## src/rtl/axis_tlast_check_if.sv

```systemverilog
// AXI-Stream bundle used on both sides of axis_tlast_check.
//   tvalid / tready : handshake
//   tdata           : payload, TDATA_WIDTH bits
//   tlast           : end of packet
// master modport drives tvalid/tdata/tlast, slave modport drives tready.
interface axis_tlast_check_if #(
  parameter int TDATA_WIDTH = 8
) ();
  logic                   tvalid;
  logic                   tready;
  logic [TDATA_WIDTH-1:0] tdata;
  logic                   tlast;

  modport master (output tvalid, output tdata, output tlast, input tready);
  modport slave  (input tvalid, input tdata, input tlast, output tready);
endinterface

```

## src/rtl/axis_tlast_check.sv

```systemverilog
// axis_tlast_check
// Receive-side packet length checker. Counts beats per packet against
// PKT_LENGTH, forwards the stream through a 2-entry skid buffer, truncates
// over-long packets with a forced tlast and keeps saturating statistics.
//
// Ports
//   aclk, resetn        clock, synchronous active-low reset
//   s_axis (slave)      input stream  (tvalid/tready/tdata/tlast)
//   m_axis (master)     output stream, registered, tlast regenerated
//   good_count          packets of exactly PKT_LENGTH beats
//   short_count         packets ending before PKT_LENGTH beats
//   long_count          packets still open at beat PKT_LENGTH (truncated)
//   in_packet           high while the FSM is not IDLE
//
// Optional build macro AXIS_TLAST_CHECK_IRQ_EN adds:
//   err_irq     one-cycle pulse when a short/long error is counted
//   err_sticky  {long, short} sticky error flags
//   err_clear   clears err_sticky (a same-cycle new error wins)
module axis_tlast_check #(
  parameter int TDATA_WIDTH = 8,
  parameter int PKT_LENGTH  = 1024 * 1024,
  parameter int CNT_WIDTH   = 32
) (
  input  logic                 aclk,
  input  logic                 resetn,
  axis_tlast_check_if.slave    s_axis,
  axis_tlast_check_if.master   m_axis,
  output logic [CNT_WIDTH-1:0] good_count,
  output logic [CNT_WIDTH-1:0] short_count,
  output logic [CNT_WIDTH-1:0] long_count,
  output logic                 in_packet
`ifdef AXIS_TLAST_CHECK_IRQ_EN
  ,
  output logic                 err_irq,
  output logic [1:0]           err_sticky,
  input  logic                 err_clear
`endif
);

  localparam int BCNT_W = $clog2(PKT_LENGTH + 1);
  localparam logic [BCNT_W-1:0] LAST_IDX = BCNT_W'(PKT_LENGTH - 1);

  typedef enum logic [1:0] {IDLE = 2'd0, PASS = 2'd1, DROP = 2'd2} state_t;

  state_t                 state_q, state_d;
  logic [BCNT_W-1:0]      bcnt_q, bcnt_d;
  logic                   tready_q, tready_d;
  logic                   accept;
  logic                   good_ev, short_ev, long_ev;
  logic                   fwd_we, fwd_last;

  // skid buffer: out_* is the visible output register, skid_* the overflow slot
  logic                   out_valid_q, out_valid_d;
  logic [TDATA_WIDTH-1:0] out_data_q, out_data_d;
  logic                   out_last_q, out_last_d;
  logic                   skid_valid_q, skid_valid_d;
  logic [TDATA_WIDTH-1:0] skid_data_q, skid_data_d;
  logic                   skid_last_q, skid_last_d;

  assign accept = s_axis.tvalid && tready_q;

  // ---------------- FSM: state register ----------------
  always_ff @(posedge aclk) begin
    if (!resetn) begin
      state_q <= IDLE;
      bcnt_q  <= '0;
    end else begin
      state_q <= state_d;
      bcnt_q  <= bcnt_d;
    end
  end

  // ---------------- FSM: next state ----------------
  // IDLE and PASS share the same beat handling; bcnt is 0 in IDLE, so a
  // PKT_LENGTH of 1 makes the very first beat the last one.
  always_comb begin
    state_d  = state_q;
    bcnt_d   = bcnt_q;
    good_ev  = 1'b0;
    short_ev = 1'b0;
    long_ev  = 1'b0;
    if (accept) begin
      case (state_q)
        IDLE, PASS: begin
          if (bcnt_q == LAST_IDX) begin
            if (s_axis.tlast) begin
              good_ev = 1'b1;
              state_d = IDLE;
              bcnt_d  = '0;
            end else begin
              long_ev = 1'b1;
              state_d = DROP;
              bcnt_d  = bcnt_q + BCNT_W'(1);
            end
          end else if (s_axis.tlast) begin
            // includes a 1-beat packet seen straight from IDLE
            short_ev = 1'b1;
            state_d  = IDLE;
            bcnt_d   = '0;
          end else begin
            state_d = PASS;
            bcnt_d  = bcnt_q + BCNT_W'(1);
          end
        end
        DROP: begin
          if (s_axis.tlast) begin
            state_d = IDLE;
            bcnt_d  = '0;
          end
        end
        default: begin
          state_d = IDLE;
          bcnt_d  = '0;
        end
      endcase
    end
  end

  // ---------------- FSM: outputs ----------------
  always_comb begin
    in_packet = (state_q != IDLE);
    fwd_we    = accept && (state_q != DROP);
    fwd_last  = s_axis.tlast || long_ev;   // forced tlast on truncation
  end

  // ---------------- skid buffer ----------------
  always_comb begin
    out_valid_d  = out_valid_q;
    out_data_d   = out_data_q;
    out_last_d   = out_last_q;
    skid_valid_d = skid_valid_q;
    skid_data_d  = skid_data_q;
    skid_last_d  = skid_last_q;
    if (!out_valid_q || m_axis.tready) begin
      if (skid_valid_q) begin
        out_valid_d  = 1'b1;
        out_data_d   = skid_data_q;
        out_last_d   = skid_last_q;
        skid_valid_d = fwd_we;
        if (fwd_we) begin
          skid_data_d = s_axis.tdata;
          skid_last_d = fwd_last;
        end
      end else if (fwd_we) begin
        out_valid_d = 1'b1;
        out_data_d  = s_axis.tdata;
        out_last_d  = fwd_last;
      end else begin
        out_valid_d = 1'b0;
      end
    end else if (fwd_we) begin
      skid_valid_d = 1'b1;
      skid_data_d  = s_axis.tdata;
      skid_last_d  = fwd_last;
    end
    // DROP swallows beats, so it never needs buffer space
    tready_d = (state_d == DROP) || !skid_valid_d;
  end

  always_ff @(posedge aclk) begin
    if (!resetn) begin
      out_valid_q  <= 1'b0;
      out_data_q   <= '0;
      out_last_q   <= 1'b0;
      skid_valid_q <= 1'b0;
      skid_data_q  <= '0;
      skid_last_q  <= 1'b0;
      tready_q     <= 1'b0;
    end else begin
      out_valid_q  <= out_valid_d;
      out_data_q   <= out_data_d;
      out_last_q   <= out_last_d;
      skid_valid_q <= skid_valid_d;
      skid_data_q  <= skid_data_d;
      skid_last_q  <= skid_last_d;
      tready_q     <= tready_d;
    end
  end

  assign s_axis.tready = tready_q;
  assign m_axis.tvalid = out_valid_q;
  assign m_axis.tdata  = out_data_q;
  assign m_axis.tlast  = out_last_q;

  // ---------------- saturating statistics counters ----------------
  logic [2:0] cnt_ev;
  assign cnt_ev = {long_ev, short_ev, good_ev};

  generate
    for (genvar gi = 0; gi < 3; gi++) begin : g_cnt
      logic [CNT_WIDTH-1:0] cnt_q;
      always_ff @(posedge aclk) begin
        if (!resetn) begin
          cnt_q <= '0;
        end else if (cnt_ev[gi] && (cnt_q != {CNT_WIDTH{1'b1}})) begin
          cnt_q <= cnt_q + CNT_WIDTH'(1);
        end
      end
    end
  endgenerate

  assign good_count  = g_cnt[0].cnt_q;
  assign short_count = g_cnt[1].cnt_q;
  assign long_count  = g_cnt[2].cnt_q;

`ifdef AXIS_TLAST_CHECK_IRQ_EN
  logic       err_irq_q;
  logic [1:0] err_sticky_q, err_sticky_d;

  always_comb begin
    err_sticky_d = (err_clear ? 2'b00 : err_sticky_q) | {long_ev, short_ev};
  end

  always_ff @(posedge aclk) begin
    if (!resetn) begin
      err_irq_q    <= 1'b0;
      err_sticky_q <= 2'b00;
    end else begin
      err_irq_q    <= short_ev || long_ev;
      err_sticky_q <= err_sticky_d;
    end
  end

  assign err_irq    = err_irq_q;
  assign err_sticky = err_sticky_q;
`endif

endmodule

```

## src/flat_wrapper.sv

```systemverilog
// flat-port wrapper written by rule: the top's interface ports become plain ports
module axis_tlast_check_flat 
#(
  parameter int TDATA_WIDTH = 8,
  parameter int PKT_LENGTH  = 1024 * 1024,
  parameter int CNT_WIDTH   = 32
)
  (aclk, resetn, good_count, short_count, long_count, in_packet, s_axis_tvalid, s_axis_tdata, s_axis_tlast, s_axis_tready, m_axis_tvalid, m_axis_tdata, m_axis_tlast, m_axis_tready);
  axis_tlast_check_if #(.TDATA_WIDTH(TDATA_WIDTH)) s_axis_i ();
  axis_tlast_check_if #(.TDATA_WIDTH(TDATA_WIDTH)) m_axis_i ();
  input  logic aclk;
  input  logic resetn;
  output logic [CNT_WIDTH-1:0] good_count;
  output logic [CNT_WIDTH-1:0] short_count;
  output logic [CNT_WIDTH-1:0] long_count;
  output logic in_packet;
  input wire logic [$bits(s_axis_i.tvalid)-1:0] s_axis_tvalid;
  input wire logic [$bits(s_axis_i.tdata)-1:0] s_axis_tdata;
  input wire logic [$bits(s_axis_i.tlast)-1:0] s_axis_tlast;
  output wire logic [$bits(s_axis_i.tready)-1:0] s_axis_tready;
  output wire logic [$bits(m_axis_i.tvalid)-1:0] m_axis_tvalid;
  output wire logic [$bits(m_axis_i.tdata)-1:0] m_axis_tdata;
  output wire logic [$bits(m_axis_i.tlast)-1:0] m_axis_tlast;
  input wire logic [$bits(m_axis_i.tready)-1:0] m_axis_tready;
  assign s_axis_i.tvalid = s_axis_tvalid;
  assign s_axis_i.tdata = s_axis_tdata;
  assign s_axis_i.tlast = s_axis_tlast;
  assign s_axis_tready = s_axis_i.tready;
  assign m_axis_tvalid = m_axis_i.tvalid;
  assign m_axis_tdata = m_axis_i.tdata;
  assign m_axis_tlast = m_axis_i.tlast;
  assign m_axis_i.tready = m_axis_tready;
  axis_tlast_check #(.TDATA_WIDTH(TDATA_WIDTH), .PKT_LENGTH(PKT_LENGTH), .CNT_WIDTH(CNT_WIDTH)) u_core (.aclk(aclk), .resetn(resetn), .s_axis(s_axis_i), .m_axis(m_axis_i), .good_count(good_count), .short_count(short_count), .long_count(long_count), .in_packet(in_packet));
endmodule
```

## config.mk

```make
export PLATFORM = sky130hd
export DESIGN_NAME = axis_tlast_check_flat
export DESIGN_NICKNAME = d
export VERILOG_FILES = /design/src/rtl/axis_tlast_check_if.sv /design/src/rtl/axis_tlast_check.sv /design/src/flat_wrapper.sv
export SDC_FILE = /design/constraint.sdc
export NUM_CORES = 1
export LEC_CHECK = 0
export BUFFER_PORTS_ARGS = -buffer_cell sky130_fd_sc_hd__buf_4
export CORE_ASPECT_RATIO = 1.4
export CORE_UTILIZATION = 50
export CTS_BUF_LIST = sky130_fd_sc_hd__clkbuf_8
export CTS_CLUSTER_SIZE = 8
export DETAILED_ROUTE_END_ITERATION = 8
export PLACE_DENSITY = 0.78
export SETUP_SLACK_MARGIN = 0.3
export SYNTH_ARGS = -nofsm -noshare
export SYNTH_HDL_FRONTEND = slang
export SYNTH_SLANG_ARGS = --single-unit
```

## constraint.sdc

```tcl
create_clock -name aclk -period 4.7 [get_ports aclk]
set_input_delay 0.94 -clock aclk [delete_from_list [all_inputs] [get_ports aclk]]
set_output_delay 0.94 -clock aclk [all_outputs]
set_load 0.005 [all_outputs]
```

==> metrics.md <==
| Metric | Value |
|---|---|
| Filler instances | 1264 |
| Final Critical Period | 3060 ps |
| Hold crit path type | reg2reg |
| Count of final hold-check violations | 0 |
| Period utilization | 0.651 |
| Pre-CTS setup slack | 1640 ps |
| Commonest cells post-synth | dfxtp_1, nand2_1, a21oi_1, nor2_1, nand3_1 |
| IO buf count | 120 |
| Syn Inst Count | 867 |
| FF+latch count, synth | 140 |
| R2R depth | 5 |
| Max_cap viols | 0 |
| Final WS setup | 1640 ps |
| Detailed-route via count | 7035 |
| P_leak | 2.97 nW |
| Initial Utilization | 0.516 |
| Outcome | finished clean |
| Power Dens Cells | 265 nW/um^2 |
| Startpoint types | flip-flop |
| Gr usage total | 0.246 |
| WP buf/inv | 0 |
| Clk Latency, worst-skew pair | 430 ps |
| Setup TNS | 0 ps |
| Psw | 0.518 mW |
| Fin Hold WS | 488 ps |
| Pint | 1.76 mW |
| Via density | 6.07 |
| Placed Area | 8190 um^2 |
| Die width | 103 um |
| Mapped Nets | 884 |
| Cts bufs inserted | 17 |
| Nets | 978 |
| Layout area overhead | 19.2% |
| Share of cells above drive strength 1 | 0.171 |
| Post-CTS Resized | 0 |
| Critical Setup Path Class | reg2reg |
| Comb power frac | 0.038 |
| Most frequent cell after synthesis | dfxtp_1 |
| Async S/R FF share, synth | 0 |
| # diodes | 0 |
| Clk pwr share | 0.434 |
| CTS tree | yes |
| Core ar. | 14000 um^2 |
| Vias in the first global route | 6327 |
| # H-tree levels | 4 |
| Fmax | 327 MHz |
| Main area contributors after synthesis | dfxtp_1, mux2i_1, a21oi_1 |
| DR iter-0 viols | 383 |
| Gpl congestion | 0.814 |
| Die H | 144 um |
| Post-route ant nets | 0 |
| Post-route cell area | 8590 um^2 |
| Post-synthesis cell area | 7210 um^2 |
| DR DRC count | 0 |
| Largest net degree at the start of global routing | 63 |
| Final setup viols | 0 |
| Part of the power in registers | 0.528 |
| Die area | 14900 um^2 |
| Relative max-transition margin | 0.268 |
| Clock Pin Slew Worst Setup and Hold Paths | 80 ps |
| Switching share of total power | 0.227 |
| Mapped Avg Cell Area | 8.32 um^2 |
| Initial antenna violation count | 0 |
| Clock sinks | 140 |
| Crit-path slowest cell | nor4_4 |
| DRT Pass-1 Iters | 5 |
| Yosys warning total | 0 |
| Max incr delay on CP | 800 ps |
| First-pass GRT wire length | 29.6 mm |
| Transition time of the tightest slew-check pin | 1100 ps |
| Area leader, netlist | dfxtp_1 |
| RSZ-0062 raised after global routing | no |
| Number of synthesized flops with an enable pin | 0 |
| Site Rows | 51 |
| Layout Skew | 12.3 ps |
| Hold Crit Start | u_core.m_axis.tlast |
| Clock Tree Buf Depth | 2 |
| Clk root buf | clkbuf_8 |
| WP data arrival | 3410 ps |
| Maximum vdd ir drop | 241 uV |
| Post-synth top area share | 0.389 |
| Slew Limit Fails | 0 |
| Sequential share of the synthesized area | 0.389 |
| R2R Path End | u_core.long_count[6] |
| CP Cell Sequence | nand4_1 -> nor4_4 -> nand3_1 -> or4_1 -> a21oi_1 |
| Synth cell types | 59 |
| Main flop type after synthesis | dfxtp_1 |
| WL final | 17.9 mm |
| # IOs | 121 |
| CP max FO | 22 |
| R2r setup slk | 1640 ps |
| Delay-heaviest family, CP | simple AND/OR/NAND/NOR gates |
| WHS Path Cells | 2 |
| WL/cell | 15.4 um |
| Worst Path Required | 5060 ps |
| Post-CTS Setup Repair Bufs | 0 |
| Grt ovf | 0 |
| Worst r2r src | u_core.bcnt_q[4] |
| Crit end category | flip-flop |
| Final Util | 0.615 |
| Min-Delay Endpoint | u_core.m_axis.tlast |
| Estimated wirelength of the detail-placed design | 12.4 mm |
| CTS Hold Bufs | 0 |
[registers in the layout, indices dropped and copies added, names as in the netlist]
register	flops
u_core.skid_last_q	1
u_core.good_count	32
u_core.m_axis.tvalid	1
u_core.state_q	2
u_core.skid_valid_q	1
u_core.m_axis.tdata	8
u_core.short_count	32
u_core.m_axis.tlast	1
u_core.long_count	32
u_core.skid_data_q	8
u_core.bcnt_q	21
u_core.s_axis.tready	1
[final cells by class]
| type | instances | area [um^2] | share of cell area |
|---|---|---|---|
| tap | 185 | 231 | 0.0269 |
| sequential | 140 | 2800 | 0.326 |
| multi-input combinational | 660 | 4140 | 0.482 |
| clock buffer | 18 | 248 | 0.0288 |
| timing repair buffer | 128 | 961 | 0.112 |
| clock inverter | 14 | 155 | 0.0181 |
| inverter | 14 | 52.6 | 0.00612 |
[metrics by stage]
| step | instances | power (mW) |
|---|---|---|
| floorplan | 867 | 1.28 |
| global placement | 1127 | 1.31 |
| detailed placement | 1127 | 1.32 |
| CTS | 1159 | 2.30 |
| global route | 1159 | 2.36 |
| finish | 1159 | 2.28 |
[power groups by stage]
stage / combinational [mW] / sequential, mW / clock [mW]
3_5_place_dp: 0.0865 / 1.23 / 0
3_3_place_gp: 0.0850 / 1.23 / 0
5_1_grt: 0.0959 / 1.20 / 1.06
4_1_cts: 0.0868 / 1.20 / 1.01
2_1_floorplan: 0.0540 / 1.23 / 0
6_report: 0.0865 / 1.20 / 0.989
[logic make-up (layout without fill, tap and decap cells)]
logic type      after synthesis  in the layout  synth area share
simple gates                423            423             0.333
compound gates              170            170             0.150
mux                          42             42            0.0583
flops                       140            140             0.389
xor+xnor                     20             20            0.0243
buf+inv                      67            174            0.0377
fa+ha+maj                     5              5           0.00833
[worst reg2reg max path, delay by kind of cell (launching register included)]
| kind | cells | cell delay, ps |
|---|---|---|
| compound gates | 1 | 150 |
| flops | 1 | 430 |
| simple gates | 4 | 2410 |
[placed cells by master (no fill, tap or decap), drive strengths merged, types with 4 or more instances in the layout]
cell	netlist	layout
dfxtp	140	140
buf	17	128
nand2	78	78
a21oi	68	68
nor2	59	59
nand3	50	50
nand4	46	46
mux2i	42	42
or4	42	42
o31ai	40	40
nor4	28	28
nand2b	27	27
o21ai	22	22
and4	21	21
or3	19	19
xor2	19	19
clkbuf	36	18
inv	14	17
nor3	16	16
a211oi	11	11
and3	8	8
clkinv	0	7
o41ai	6	6
and2	5	5
nand3b	4	4
nor4b	4	4
or4b	4	4
ha	4	4
[metal layers]
layer  up-vias  global-route usage  part of all wire
met3        21              0.0517             0.044
met2       165               0.426              0.51
met4         0              0.0860             0.014
met1      3360               0.296              0.43
li1       3489                   -                 -
met5         -                   0                 0
[worst max-delay path by stage]
| stage | from | slack, ps | cells past startpoint | to |
|---|---|---|---|---|
| finish | u_core.bcnt_q[4] | 1640 | 5 | u_core.long_count[6] |
| global route | u_core.bcnt_q[5] | 1350 | 5 | u_core.long_count[6] |
| CTS | u_core.bcnt_q[5] | 1650 | 5 | u_core.long_count[6] |
| detailed placement | s_axis_tlast | 1640 | 6 | u_core.good_count[19] |
| global placement | s_axis_tlast | 1710 | 6 | u_core.good_count[19] |
| floorplan | s_axis_tlast | 1940 | 7 | u_core.long_count[21] |
No activity file was read; power rests on OpenSTA's default activity.
